[src/rtl/tsn_slot_timebase.sv]
// TSN test NIC slot/timestamp engine: GCL slot sequencing, prefetch reads,
// period config shadowing and run/hold/done test window control.
`timescale 1ns / 1ps
module tsn_slot_timebase #(
    parameter int TS_W     = 48,
    parameter int CYC_W    = 20,
    parameter int SID_W    = 9,
    parameter int GRP_W    = 4,
    parameter int PREFETCH = 3,
    parameter int HOLD_CYC = 125_000_100
) (
    input  logic                   clk,
    input  logic                   rst_n,
    input  logic [CYC_W-1:0]       cfg_slot_cyc,
    input  logic [SID_W:0]         cfg_num_slots,
    input  logic                   cfg_wr,
    input  logic                   test_start,
    input  logic                   test_stop,
    output logic                   slot_shift,
    output logic                   slot_pulse,
    output logic [SID_W-1:0]       slot_id,
    output logic [GRP_W-1:0]       grp_idx,
    output logic                   gcl_rd,
    output logic [SID_W-GRP_W-1:0] gcl_addr,
    output logic [31:0]            period_cnt,
    output logic [TS_W-1:0]        timestamp,
    output logic                   cnt_rst,
    output logic [1:0]             state
);

    localparam int HC_W = $clog2(HOLD_CYC + 1);

    localparam logic [CYC_W-1:0] MIN_CYC   = CYC_W'(PREFETCH + 1);
    localparam logic [CYC_W-1:0] LEAD      = CYC_W'(PREFETCH);
    localparam logic [CYC_W-1:0] ONE_C     = CYC_W'(1);
    localparam logic [SID_W:0]   MAX_SLOTS = {1'b1, {SID_W{1'b0}}};
    localparam logic [SID_W:0]   ONE_N     = {{SID_W{1'b0}}, 1'b1};
    localparam logic [SID_W-1:0] ONE_S     = {{(SID_W-1){1'b0}}, 1'b1};
    localparam logic [HC_W-1:0]  HOLD_LAST = HC_W'(HOLD_CYC - 1);
    localparam logic [HC_W-1:0]  ONE_H     = HC_W'(1);
    localparam logic [TS_W-1:0]  ONE_T     = TS_W'(1);

    typedef enum logic [1:0] {
        S_IDLE = 2'd0,
        S_RUN  = 2'd1,
        S_HOLD = 2'd2,
        S_DONE = 2'd3
    } state_t;

    state_t st_q, st_d;

    logic [CYC_W-1:0] act_cyc_q, act_cyc_d;
    logic [SID_W:0]   act_num_q, act_num_d;
    logic             pend_q, pend_d;
    logic [CYC_W-1:0] pend_cyc_q, pend_cyc_d;
    logic [SID_W:0]   pend_num_q, pend_num_d;

    logic [CYC_W-1:0] slot_cnt_q, slot_cnt_d;
    logic [SID_W-1:0] slot_id_d;
    logic             shift_d;
    logic             pulse_d;
    logic [31:0]      period_d;

    logic                   rd_d;
    logic [SID_W-GRP_W-1:0] addr_d;
    logic [SID_W-1:0]       nid;
    logic                   last_sid_d;

    logic [HC_W-1:0] hold_q, hold_d;
    logic [TS_W-1:0] ts_d;
    logic            cnt_rst_d;

    logic [CYC_W-1:0] cyc_in;
    logic [SID_W:0]   num_in;
    logic             in_run, last_cyc, last_sid;
    logic             wrap, idle_entry, apply;

    assign state   = st_q;
    assign grp_idx = slot_id[GRP_W-1:0];

    // Out-of-range config is clamped once, at capture time.
    assign cyc_in = (cfg_slot_cyc < MIN_CYC) ? MIN_CYC : cfg_slot_cyc;
    assign num_in = (cfg_num_slots == '0 || cfg_num_slots > MAX_SLOTS)
                  ? MAX_SLOTS : cfg_num_slots;

    assign in_run     = (st_q == S_RUN) && (st_d == S_RUN);
    assign last_cyc   = slot_cnt_q >= (act_cyc_q - ONE_C);
    assign last_sid   = {1'b0, slot_id} == (act_num_q - ONE_N);
    assign wrap       = in_run && last_cyc && last_sid;
    assign idle_entry = (st_d == S_IDLE) && (st_q != S_IDLE);
    assign apply      = wrap || idle_entry;

    always_comb begin : fsm_next
        st_d = st_q;
        unique case (st_q)
            S_IDLE: if (test_start) st_d = S_RUN;
            S_RUN: begin
                if (!test_start) st_d = test_stop ? S_HOLD : S_IDLE;
            end
            S_HOLD: begin
                if (test_start)              st_d = S_RUN;
                else if (hold_q == HOLD_LAST) st_d = S_DONE;
            end
            S_DONE: begin
                if (test_start)      st_d = S_RUN;
                else if (!test_stop) st_d = S_IDLE;
            end
            default: st_d = S_IDLE;
        endcase
    end

    always_comb begin : fsm_out
        cnt_rst_d = (st_d == S_IDLE) || (st_d == S_DONE);
        ts_d      = (st_d == S_IDLE || st_q == S_IDLE) ? '0 : timestamp + ONE_T;
        hold_d    = hold_q;
        if (st_q == S_HOLD && st_d == S_HOLD)
            hold_d = hold_q + ONE_H;
        else if (st_d == S_RUN || st_d == S_IDLE)
            hold_d = '0;
    end

    // A write landing on the apply cycle itself takes effect immediately.
    always_comb begin : cfg_next
        act_cyc_d  = act_cyc_q;
        act_num_d  = act_num_q;
        pend_d     = pend_q;
        pend_cyc_d = pend_cyc_q;
        pend_num_d = pend_num_q;
        if (apply && (cfg_wr || pend_q)) begin
            act_cyc_d = cfg_wr ? cyc_in : pend_cyc_q;
            act_num_d = cfg_wr ? num_in : pend_num_q;
            pend_d    = 1'b0;
        end else if (cfg_wr) begin
            if (st_q == S_IDLE) begin
                act_cyc_d = cyc_in;
                act_num_d = num_in;
            end else begin
                pend_cyc_d = cyc_in;
                pend_num_d = num_in;
                pend_d     = 1'b1;
            end
        end
    end

    always_comb begin : slot_next
        slot_cnt_d = slot_cnt_q;
        slot_id_d  = slot_id;
        shift_d    = slot_shift;
        period_d   = period_cnt;
        pulse_d    = 1'b0;
        if (st_d != S_RUN) begin
            slot_cnt_d = '0;
            slot_id_d  = '0;
            shift_d    = 1'b0;
            period_d   = '0;
        end else if (st_q == S_RUN) begin
            if (last_cyc) begin
                slot_cnt_d = '0;
                shift_d    = ~slot_shift;
                pulse_d    = 1'b1;
                if (last_sid) begin
                    slot_id_d = '0;
                    period_d  = period_cnt + 32'd1;
                end else begin
                    slot_id_d = slot_id + ONE_S;
                end
            end else begin
                slot_cnt_d = slot_cnt_q + ONE_C;
            end
        end
    end

    // Prefetch strobe is aligned to the registered slot_cnt/slot_id values.
    always_comb begin : gcl_next
        last_sid_d = {1'b0, slot_id_d} == (act_num_d - ONE_N);
        nid        = last_sid_d ? '0 : slot_id_d + ONE_S;
        rd_d       = (st_d == S_RUN)
                   && (slot_cnt_d == act_cyc_d - ONE_C - LEAD)
                   && ((&slot_id_d[GRP_W-1:0]) || last_sid_d);
        addr_d     = gcl_addr;
        if (st_d != S_RUN)
            addr_d = '0;
        else if (rd_d)
            addr_d = nid[SID_W-1:GRP_W];
    end

    always_ff @(posedge clk or negedge rst_n) begin
        if (!rst_n) begin
            st_q       <= S_IDLE;
            act_cyc_q  <= MIN_CYC;
            act_num_q  <= MAX_SLOTS;
            pend_q     <= 1'b0;
            pend_cyc_q <= '0;
            pend_num_q <= '0;
            slot_cnt_q <= '0;
            slot_id    <= '0;
            slot_shift <= 1'b0;
            slot_pulse <= 1'b0;
            period_cnt <= '0;
            gcl_rd     <= 1'b0;
            gcl_addr   <= '0;
            hold_q     <= '0;
            timestamp  <= '0;
            cnt_rst    <= 1'b1;
        end else begin
            st_q       <= st_d;
            act_cyc_q  <= act_cyc_d;
            act_num_q  <= act_num_d;
            pend_q     <= pend_d;
            pend_cyc_q <= pend_cyc_d;
            pend_num_q <= pend_num_d;
            slot_cnt_q <= slot_cnt_d;
            slot_id    <= slot_id_d;
            slot_shift <= shift_d;
            slot_pulse <= pulse_d;
            period_cnt <= period_d;
            gcl_rd     <= rd_d;
            gcl_addr   <= addr_d;
            hold_q     <= hold_d;
            timestamp  <= ts_d;
            cnt_rst    <= cnt_rst_d;
        end
    end

endmodule

[config.mk]
export PLATFORM = sky130hd
export DESIGN_NAME = tsn_slot_timebase
export DESIGN_NICKNAME = d
export VERILOG_FILES = /design/src/rtl/tsn_slot_timebase.sv
export SDC_FILE = /design/constraint.sdc
export NUM_CORES = 1
export LEC_CHECK = 0
export BUFFER_PORTS_ARGS = -buffer_cell sky130_fd_sc_hd__buf_2
export CAP_MARGIN = 20
export CORE_ASPECT_RATIO = 1.1
export CORE_UTILIZATION = 40
export DETAILED_ROUTE_END_ITERATION = 8
export PLACE_DENSITY = 0.61
export SKIP_LAST_GASP = 1
export SLEW_MARGIN = 25
export SYNTH_ARGS = -nofsm -noshare
export SYNTH_HDL_FRONTEND = slang
export SYNTH_SLANG_ARGS = --single-unit
export TNS_END_PERCENT = 50
[constraint.sdc]
create_clock -name clk -period 7.08 [get_ports clk]
set_clock_uncertainty 0.05 [all_clocks]
set_input_delay 0 -clock clk [delete_from_list [all_inputs] [get_ports clk]]
set_output_delay 0 -clock clk [all_outputs]
set_load 0.1 [all_outputs]
Word-level counts from Yosys, hierarchy flattened
Cells that the tools add are included.

Register bits after elaboration: 208. Bits in latches: 0. RAM bits: 0. Bits in read-only memories: 0. Memories kept: 0.

$add $sub $neg: 11. Multipliers: 0. Divide/modulo/power cells: 0. $lt $le $gt $ge: 3. Eq/ne operators: 12. Shift-type cells: 0. Muxes and demuxes: 44. Bitwise gates (word level): 3. Reductions and logical operators: 30.

Operators with widths (number): $mux 20 (8); $mux 32 (4); $mux 27 (2); $mux 10 (5); $add 48x1->48 const B (1); $mux 48 (1); $mux 9 (5); $sub 20x1->20 const B (2); $add 32x1->32 const B (1); $add 27x1->27 const B (1); $eq 27x27->1 const B (1); $add 20x1->20 const B (1); $eq 20x20->1 (1); $eq 9x10->1 (2); $ge 20x20->1 (1); $lt 20x3->1 const B (1); $sub 10x1->10 const B (2); $sub 20x2->20 const B (1); $add 9x1->9 const B (2); $mux 2 (7); $reduce_bool 2->1 (7); $gt 10x10->1 const B (1); $logic_not 10->1 (1); $mux 5 (2); 12 further kinds (43).

Longest topological paths before layout
Depth after elaboration: 18. Mapped depth: 31. Depth with buffers taken out: 28.

Worst setup path before layout
OpenSTA, ideal clock, no wires.

Path type: reg-to-reg. From: reg act_cyc_q[2]. To: reg gcl_addr[2]. Setup time: 0.130 ns. Data arrival time: 7.226 ns. Path slack: -0.326 ns. Stages on the path, launching flop included: 31. Buffers on the path: 3. Clock period less this slack: 7.406 ns. Cell sequence: dfstp_2 -> clkbuf_1 -> nor2_1 -> nand3_1 -> nor4_1 -> nand3_1 -> nor4b_1 -> xnor2_1 -> ha_1 -> nand4_1 -> nor4_1 -> a222oi_1 -> a31oi_1 -> and3_1 -> buf_6 -> nor2_1 -> buf_2 -> a22oi_1 -> o21a_1 -> ha_1 -> or3_1 -> a21boi_0 -> nand2b_1 -> mux2_1 -> or4_1 -> a211o_1 -> nor4_1 -> o2111ai_1 -> a211oi_2 -> nand3b_1 -> nand3_1.

Word-level cells in the longest chain between the ends: 13. Elaborated cells between the ends (all ways): 30. Classes of those cells: 5 x add/sub; 1 x order compare; 2 x eq/ne; 13 x mux; 9 x reduce/logical.

RTL lines: from (decl) (line 52) `logic [CYC_W-1:0] act_cyc_q, act_cyc_d;`; from (signal assigned) (line 207) `act_cyc_q <= act_cyc_d;`; $sub 20x1->20 (line 87) `assign last_cyc = slot_cnt_q >= (act_cyc_q - ONE_C);`; $ge 20x20->1 (line 87); $logic_and 1x1->1 (2 in a row) (line 89) `assign wrap = in_run && last_cyc && last_sid;`; $logic_or 1x1->1 (line 91) `assign apply = wrap || idle_entry;`; $logic_and 1x1->1 (line 129) `if (apply && (cfg_wr || pend_q)) begin`; $mux 20 (line 129); $sub 20x1->20 (line 178) `&& (slot_cnt_d == act_cyc_d - ONE_C - LEAD)`; $sub 20x2->20 (line 178); $eq 20x20->1 (line 178); $logic_and 1x1->1 (line 178); $logic_and 1x1->1 (line 179) `&& ((&slot_id_d[GRP_W-1:0]) || last_sid_d);`; $reduce_bool 2->1 (no source line); to (signal assigned) (line 218) `gcl_addr <= addr_d;`; to (decl) (line 24) `output logic [SID_W-GRP_W-1:0] gcl_addr,`.

Several ways; a longest one is shown, not always the timed one. The select of a mux whose other input is x is not followed. A chain may end at the register's enable or synchronous reset.

Worst setup path in the final report
From: reg act_cyc_q[3]. To: reg gcl_addr[2].

Word-level cells in the longest chain between the ends: 13. Elaborated cells between the ends (all ways): 30. Classes of those cells: 5 x add/sub; 1 x order compare; 2 x eq/ne; 13 x mux; 9 x reduce/logical.

RTL lines (line): $sub 20x1->20 (87); $ge 20x20->1 (87); $logic_and 1x1->1 (2 in a row) (89); $logic_or 1x1->1 (91); $logic_and 1x1->1 (129); $mux 20 (129); named net act_cyc_d[2] (52); $sub 20x1->20 (178); $sub 20x2->20 (178); $eq 20x20->1 (178); $logic_and 1x1->1 (178); $logic_and 1x1->1 (179); $reduce_bool 2->1 (no source line).

The timed path passes the listed nets, and every way through them passes these cells. The select of a mux whose other input is x is not followed.

==> out/qor.csv <==
stage;metric;value;unit
status;status;completed;
setup_path;r2r-end;gcl_addr[2];
timing;fin_crit;6.92;ns
timing;period_share;0.978;
timing;slew_viol_final;0;
timing;rsz0062_at_grt;yes;
synthesis;synth_nets;1552;
synthesis;synth_cells;1485;
synthesis;yosysWarnings;0;
synthesis;synth_cell_types;89;
setup_path;worst_ep_arrival_time;7.30;ns
setup_path;startpoint;act_cyc_q[3];
routing;wl_per_cell;18.8;um
synthesis;avgSynthCellArea;8.69;um2
setup_path;r2r_start;act_cyc_q[3];
power;leakagePower;7.17;nW
floorplan;die_area;33000;um2
final_layout;multi_input_area;7410;um2
final_layout;seq_area;5210;um2
final_layout;layout_commonest_cell;dfrtp_1;
synthesis;async_flop_share;1.00;
synthesis;synth_edf_count;0;
final_layout;drive_above_1_share;0.177;
routing;first_pass_iters;6;
cts;cts_htree_levels;1;
synthesis;seq_area_frac_synth;0.403;
setup_path;cp_slowest_cell;a222oi_1;
power;power;3.53;mW
placed_design;globalplace.congestion;0.916;
placed_design;port_buffers;138;
floorplan;die_h;190;um
floorplan;chipWidth;173;um
timing;finalWorstSetupSlack;0.158;ns
setup_path;path_max_fanout;6;
synthesis;ys_ff_latch;208;
final_layout;n_antenna_cell;0;
setup_path;endpoint_kind;flop;
grt;antenna_found_initial;1;
placed_design;dp_hpwl;28.4;mm
timing;finalSetupViolCount;0;
setup_path;cpPeakStageDelay;0.52;ns
cts;clk_latency;0.55;ns
power;ir_worst_vdd;209;uV
grt;grt_max_degree;72;
worst_hold_path;hp-class;in2reg;
final_layout;syn_to_final_growth;21.9;%
placed_design;dp_slack;-0.00962;ns
grt;globalRouteOverflowTotal;0;
routing;post_drt_via_cell_ratio;5.62;
job;drv_cap;0;
floorplan;rows;68;
grt;grt_pass1_vias;11379;
final_layout;final_cell_mix;dfrtp_1 (204), nand2_1 (182), buf_2 (137);
timing;tightest_slew;0.996;ns
setup_path;crit_type;reg2reg;
power;power_density;224;nW/um2
timing;whs;0.0507;ns
setup_path;required;7.46;ns
final_layout;final_cells;2118;
floorplan;core;31600;um2
final_layout;num-fill-cells;3022;
final_layout;fin_nets;1747;
final_layout;final_util;0.498;
setup_path;cp-start-kind;flop;
timing;max_slew_margin;0.336;
setup_path;cp-endpoint;gcl_addr[2];
cts;cts_buffer_depth;3;
timing;hold_viol;0;
routing;routed_wl;39.8;mm
cts;cts_sinks;208;
placed_design;placed_cells;2017;
cts;cts_tree;built;
routing;dr.first_iter.drc_count;967;
setup_path;reg2reg_slack;0.16;ns
floorplan;io_pins;139;
cts;clock-root-buffer;clkbuf_16;
routing;route.detailed.drc;0;
routing;postRouteAntennaNets;0;
setup_path;reg2regPathDepth;28;
synthesis;synth_area;12900;um2
synthesis;synth_ff_type;dfrtp_1;
cts;clk_pin_slew_worst_paths;0.06;ns
grt;grt_use_total;0.238;
cts;numCtsBuffers;25;
floorplan;initial_core_util;0.409;
routing;vias;11912;
grt;grt_pass1_wl;62.8;mm
timing;max_freq;144;MHz
==> worst max-delay path, delay by kind of cell (launching register included) <==
family | cells | cell delay, ns
AO/OA/AOI/OAI | 8 | 2.06
adder cells (fa/ha/maj) | 2 | 0.49
buffers and inverters | 2 | 0.20
multiplexers | 1 | 0.27
flip-flops | 1 | 0.46
AND/OR/NAND/NOR | 14 | 3.15
XOR/XNOR | 1 | 0.15
==> worst min path at each step <==
stage | startpoint | cells past startpoint | slack [ns] | end
6_report | cfg_num_slots[6] | 4 | 0.05 | pend_num_q[9]
5_1_grt | cfg_num_slots[6] | 4 | 0.02 | pend_num_q[9]
4_1_cts | cfg_num_slots[6] | 4 | 0.003 | pend_num_q[9]
3_5_place_dp | rst_n | 1 | -0.02 | period_cnt[11]
3_3_place_gp | rst_n | 1 | -0.02 | period_cnt[10]
2_1_floorplan | rst_n | 0 | -0.35 | act_cyc_q[0]
==> synth_stat cells, types with 7 or more instances <==
cell type  count  area (um2)
and4_1        19         166
and2_1        42         263
o211ai_1      10        75.1
mux2i_1        7        70.1
or3_1         18         113
nor3_1        37         185
nand3b_1       7        52.6
nor2b_1       14        87.6
o211a_1        9        90.1
a31oi_1       26         163
nor2_1       121         454
nand3_1      103         515
xnor2_1       78         683
inv_1         57         214
nand4_1       37         231
and3_1        40         250
ha_1          32         400
o21ai_0       77         385
nand2_1      185         694
dfrtp_1      205        5130
nand2b_1       8        50.1
nor4_1        20         125
a21oi_1       44         220
a21boi_0       7        52.6
xor2_1        70         613
clkbuf_1      47         176
==> through the flow <==
stage / cell area, um2 / setup TNS, ns
6_report: 15700 / 0
2_1_floorplan: 12900 / 0
5_1_grt: 15700 / -0.991
3_5_place_dp: 14200 / -0.0175
3_3_place_gp: 14200 / 0
4_1_cts: 15400 / 0
==> logic make-up after synthesis <==
group | share of synthesized area
AOI/OAI and AO/OA | 0.140
xor gates and xnor gates | 0.100
adders and majority gates | 0.0318
buffers and inverters | 0.0393
DFF | 0.403
muxes | 0.00804
and+or+nand+nor | 0.277
==> repair_timing <==
action,in CTS,in global routing
gates resized for setup,0,36
endpoints found under the setup margin,1,6
buffers inserted,0,12
hold buffers,43,0
pin swaps,2,17
endpoints found under the hold margin,124,0
==> area by class of cell <==
cell class	count	share of cell area
multi-input cells	1154	0.471
flip-flops and latches	208	0.331
repair buffers	232	0.0977
clock buffers	34	0.0445
well taps	420	0.0334
inverters	59	0.0141
clock inverters	11	0.00803
==> state kept, by name (all words and copies together), names as in the netlist, 2 cells and up <==
name	count
act_num_q	10
pend_cyc_q	20
slot_cnt_q	20
timestamp	48
state	2
pend_num_q	10
hold_q	27
act_cyc_q	20
slot_id	9
gcl_addr	5
period_cnt	32
==> routing by layer <==
| layer | part of all wire | global-route usage | routed length, um | vias up |
|---|---|---|---|---|
| li1 | - | - | - | 5690 |
| met1 | 0.43 | 0.317 | 17000 | 5686 |
| met2 | 0.47 | 0.401 | 18800 | 456 |
| met3 | 0.065 | 0.0273 | 2570 | 80 |
| met4 | 0.035 | 0.0854 | 1390 | 0 |
| met5 | 0 | 0 | 0 | - |
==> power by group <==
| part | internal, mW | total, mW | switching (mW) |
|---|---|---|---|
| clock | 0.769 | 1.31 | 0.537 |
| combinational | 0.320 | 0.842 | 0.523 |
| sequential | 1.27 | 1.38 | 0.112 |
No activity file was read; power rests on OpenSTA's default activity.
